## config.mk

```make
export PLATFORM = sky130hd
export DESIGN_NAME = shift_row
export DESIGN_NICKNAME = d
export VERILOG_FILES = /design/src/rtl/shift_row_pkg.sv /design/src/rtl/shift_row_perm.sv /design/src/rtl/shift_row.sv
export SDC_FILE = /design/constraint.sdc
export NUM_CORES = 1
export LEC_CHECK = 0
export CORE_MARGIN = 1
export CORE_UTILIZATION = 44
export CTS_CLUSTER_SIZE = 14
export DETAILED_ROUTE_END_ITERATION = 8
export GPL_TIMING_DRIVEN = 1
export HOLD_SLACK_MARGIN = 0.06
export PLACE_DENSITY_LB_ADDON = 0.25
export SYNTH_ARGS = -nofsm -noshare
export SYNTH_HDL_FRONTEND = slang
export SYNTH_SLANG_ARGS = --single-unit
```

## constraint.sdc

```tcl
create_clock -name clk -period 6.67 [get_ports clk]
set_input_delay 1.0005 -clock clk [delete_from_list [all_inputs] [get_ports clk]]
set_output_delay 1.0005 -clock clk [all_outputs]
set_load 0.1 [all_outputs]
```

## src/rtl/shift_row_pkg.sv

```systemverilog
// Shared AES definitions: the 128-bit state type, byte access helper and the
// ShiftRows / InvShiftRows byte-index maps.
package shift_row_pkg;

    typedef logic [127:0] state_t;

    localparam int NUM_BYTES = 16;

    // Entry k names the input byte that lands in output byte k (byte 0 = MSB byte).
    localparam logic [3:0] SHIFT_ROWS_MAP [NUM_BYTES] = '{
        4'd0,  4'd5,  4'd10, 4'd15,
        4'd4,  4'd9,  4'd14, 4'd3,
        4'd8,  4'd13, 4'd2,  4'd7,
        4'd12, 4'd1,  4'd6,  4'd11
    };

    localparam logic [3:0] INV_SHIFT_ROWS_MAP [NUM_BYTES] = '{
        4'd0,  4'd13, 4'd10, 4'd7,
        4'd4,  4'd1,  4'd14, 4'd11,
        4'd8,  4'd5,  4'd2,  4'd15,
        4'd12, 4'd9,  4'd6,  4'd3
    };

    // Byte idx of the state, counting from the most significant byte.
    function automatic logic [7:0] get_byte(input state_t s, input logic [3:0] idx);
        state_t t;
        t = s << (8 * idx);
        return t[127:120];
    endfunction

endpackage

```

## src/rtl/shift_row_perm.sv

```systemverilog
// Combinational AES row rotation: forward ShiftRows when encrypt=1,
// InvShiftRows otherwise.
module shift_row_perm
    import shift_row_pkg::*;
(
    input  logic   encrypt,
    input  state_t state_in,
    output state_t state_out
);

    for (genvar k = 0; k < NUM_BYTES; k++) begin : g_byte
        assign state_out[127-8*k -: 8] = encrypt ? get_byte(state_in, SHIFT_ROWS_MAP[k])
                                                 : get_byte(state_in, INV_SHIFT_ROWS_MAP[k]);
    end

endmodule

```

## src/rtl/shift_row.sv

```systemverilog
// Registered ShiftRows / InvShiftRows stage of the AES round datapath,
// one state per cycle with one cycle of latency.
module shift_row
    import shift_row_pkg::*;
(
    input  logic         clk,
    input  logic         rst,
    input  logic         in_valid,
    input  logic         encrypt,
    input  logic [127:0] in_diffusion,
    output logic         out_valid,
    output logic [127:0] shifted
);

    // Valid-only handshake: a state is taken whenever in_valid is high at a
    // rising edge, and its result is presented for exactly one cycle with
    // out_valid high. There is no ready; the consumer must accept it then.

    state_t perm_out;

    shift_row_perm u_perm (
        .encrypt   (encrypt),
        .state_in  (in_diffusion),
        .state_out (perm_out)
    );

    always_ff @(posedge clk or posedge rst) begin
        if (rst) begin
            shifted   <= '0;
            out_valid <= 1'b0;
        end else begin
            out_valid <= in_valid;
            // Bubbles leave the last result visible on shifted.
            if (in_valid) begin
                shifted <= perm_out;
            end
        end
    end

endmodule

```

* After elaboration in Yosys (flattened, before gate mapping)
Index checks and enable logic that the tools add are counted.
** Word-level totals
- Bits in registers :: 129
- Bits in latches :: 0
- Memory bits (writable) :: 0
- Bits in read-only memories :: 0
- Input port bits :: 132
- Output and inout bits :: 129
- Logic and storage cells :: 10
- Memories :: 0
** Cells by class
- Add/subtract/negate cells :: 0
- Multipliers :: 0
- Divide/modulo/power cells :: 0
- Order comparisons :: 0
- Eq/ne operators :: 0
- Shift-type cells :: 0
- Mux-type cells :: 8
- Bitwise operators :: 0
- Reduce and logical (&&, ||, !) cells :: 0
** Operators by type and width (count)
- 2-to-1 mux 8 bit :: 8

* Longest topological paths before layout
- Depth after elaboration :: 1
- Depth in mapped cells :: 4
- Mapped depth without buffers :: 2

* By module
From an unflattened synthesis, not the netlist that was laid out.
** Second synthesis, totals
- Cell total of the unflattened synthesis :: 407
- Area total of the unflattened synthesis :: 6408.6 um^2
** By module, submodules not included
- shift_row :: instances 1, cells each 272, area an instance 4850.9 um^2, sequential area each 3228.1 um^2
- shift_row_perm :: instances 1, cells each 135, area an instance 1557.7 um^2, sequential area each 0.0 um^2

* Least setup slack after synthesis
Ideal clock, no wire load.
- Kind :: register to output
- Start :: register shifted[0]
- End :: output port shifted[0]
- Arrival :: 898 ps
- Data required time :: 5669 ps
- Slack :: 4771 ps
- Cell stages (with the launch flop) :: 1
- Buffers on the path :: 0
- Cell sequence :: dfrtp_1
** RTL lines
- start: declaration :: line shift_row.sv:12 : output logic [127:0] shifted
- start signal: assignment :: line shift_row.sv:35 : shifted <= perm_out;
No word-level cell between the ends.

* Worst setup path after layout
- Start :: register shifted[55]
- End :: output port shifted[55]
No word-level cell between the ends.

==> results.toml <==
[yosys]
yosys-top-cells-area = "dfrtp_1 60%, mux2_2 13%, mux2i_1 12%"
synth_seq_area_share = 0.597
yosys_warnings = 0
synthCells = 414
synthAdderAreaFrac = 0
synth_compound_area_frac = 0.0593
synth_area_um2 = 5400
synthMuxAreaShare = 0.252
synth_fp_nets = 546
synth_top_family_by_area = "multiplexers"
synth_top_area_frac = 0.597
ys_ff_latch = 129
synth_area_per_cell_um2 = 13.1
synthSimpleGateAreaFrac = 0.0445
synthXorXnorAreaFrac = 0
synth_cell_types = 10
yosys.area.top_type = "dfrtp_1"

[finish]
drive_gt1_frac = 0.147
fin_util = 0.711
finalNonFillerCells = 827
nNetsFinal = 799
antenna_cells = 0
area_growth_pct = 57.9
fin_area_um2 = 8530

[sta]
hold_viol = 0
slew_headroom = 0.304
max_freq_mhz = 340
finalWorstSetupSlack_ns = 3.73
fin_hold_ws_ns = 0.502
skew_ns = 0
final.setup.tns_ns = 0
rsz0062_at_grt = "false"
timing.final.crit_period_ns = 2.94
worst_pin_slew_ns = 1.04
setup_violations = 0
drv_slew = 0
fin_crit_sh = 0.441

[global_routing]
grt_pass1_vias = 4433
grt_use_total = 0.226
overflow = 0
grt_max_degree = 105
antenna_found_initial = 0
grt_pass1_wl_um = 22000

[clocking]
clkTransAtPathRegs_ns = 0.06
postCtsSetupBuffers = 0
cts-root-buf = "clkbuf_16"
clock_latency_ns = 0.40
holdBufCountCts = 0
htreeDepth = 4
clockBufferDepth = 2
cts_made_buffers = 17
cts_tree = "done"
cts.repair.resized = 0
clock_sinks = 129

[drt]
drc = 0
firstDrtPassIters = 7
wl_per_cell_um = 16.7
dr_total_vias = 4144
drtIter0Drc = 222
viasPerCell = 5.01
ant_nets = 0
wl_um = 13800

[setup_path]
worst_ep_arrival_time_ns = 1.94
reg2reg_depth = 1
r2r_slack_ns = 5.88
startpoint_type = "flop"
critical_path.max_stage_delay_ns = 1.18
crit_buf_inv = 1
worstPathCellList = "clkdlybuf4s50_1"
endpoint = "shifted[55]"
cp-end-kind = "output port"
critical_path_class = "flop to output port"
worst-path-stages = 1
crit_path_top_delay_cell = "clkdlybuf4s50_1"
crit_start = "shifted[55]"
worstPathRequired_ns = 5.67
r2r_end = "shifted[59]"
cp_max_fo = 2
crit_family = "buffers and inverters"
r2r_start = "shifted[59]"

[placed_design]
pre_cts_slack_ns = 3.66
place_area_um2 = 7960
numPortBuffers = 260
place_inst = 795
hpwl_um = 9650
gp_congestion = 0.725

[job]
maxCapViolCount = 0

[status]
status = "completed"

[power]
ir_worst_vdd_mv = 0.188
power.total_mw = 2.80
power.density_nw_per_um2 = 328
leakagePower_nw = 3.63

[die]
die_x_um = 113
core_um2 = 12000
die_area_um2 = 12700
ios = 261
rows = 40
fp.dieH_um = 113
initial_core_util = 0.450

[min_path]
hp-class = "flop to flop"
[power by group]
group          internal (mW)  switching (mW)  leakage (nW)
Combinational          0.268           0.742          1.88
Sequential             0.864          0.0442          1.47
Clock                  0.559           0.322         0.277
Total                   1.69            1.11          3.63
[cells in the final DEF, fill, tap and decap left out]
cell,instances
clkdlybuf4s50_1,258
clkinvlp_4,4
a21oi_1,64
dfrtp_1,129
nor2_1,64
clkbuf_8,5
clkinv_2,4
inv_4,1
mux2_2,64
bufinv_16,1
clkbuf_16,17
clkbuf_1,1
buf_6,1
mux2i_1,64
buf_4,3
[layout make-up]
| cell class | instances | area (um^2) |
|---|---|---|
| Clock inverter | 9 | 80.1 |
| Clock buffer | 23 | 498 |
| Multi-Input combinational cell | 256 | 1920 |
| Fill cell | 880 | 3480 |
| Tap cell | 147 | 184 |
| Timing Repair Buffer | 262 | 2620 |
| Sequential cell | 129 | 3230 |
| Inverter | 1 | 6.26 |
[logic make-up (layout without fill, tap and decap cells)]
group / after synthesis / count (layout)
flip-flops: 129 / 129
multiplexers: 128 / 128
AO/OA/AOI/OAI: 64 / 64
AND/OR/NAND/NOR: 64 / 64
buffers and inverters: 29 / 295
[layer usage]
layer	part of all wire	track usage
met1	0.38	0.249
met4	0.023	0.0933
met2	0.49	0.379
met5	0	0
met3	0.099	0.103
[flip-flops by register name (all words and copies together), names as in the netlist]
| register | count |
|---|---|
| out_valid | 1 |
| shifted | 128 |
[how the worst min path moves through the flow]
stage / start / to / depth (start not counted)
floorplan: shifted[38] / shifted[38] / 2
global placement: shifted[127] / shifted[127] / 1
detailed placement: shifted[111] / shifted[111] / 1
CTS: shifted[124] / shifted[124] / 1
global route: shifted[46] / shifted[46] / 1
finish: shifted[124] / shifted[124] / 1
[synth_stat cells]
cell type / number
nor2_1: 64
buf_4: 5
inv_1: 1
a21oi_1: 64
buf_6: 6
dfrtp_1: 129
mux2_2: 64
buf_2: 11
buf_8: 6
mux2i_1: 64
No activity file was read; power rests on OpenSTA's default activity.
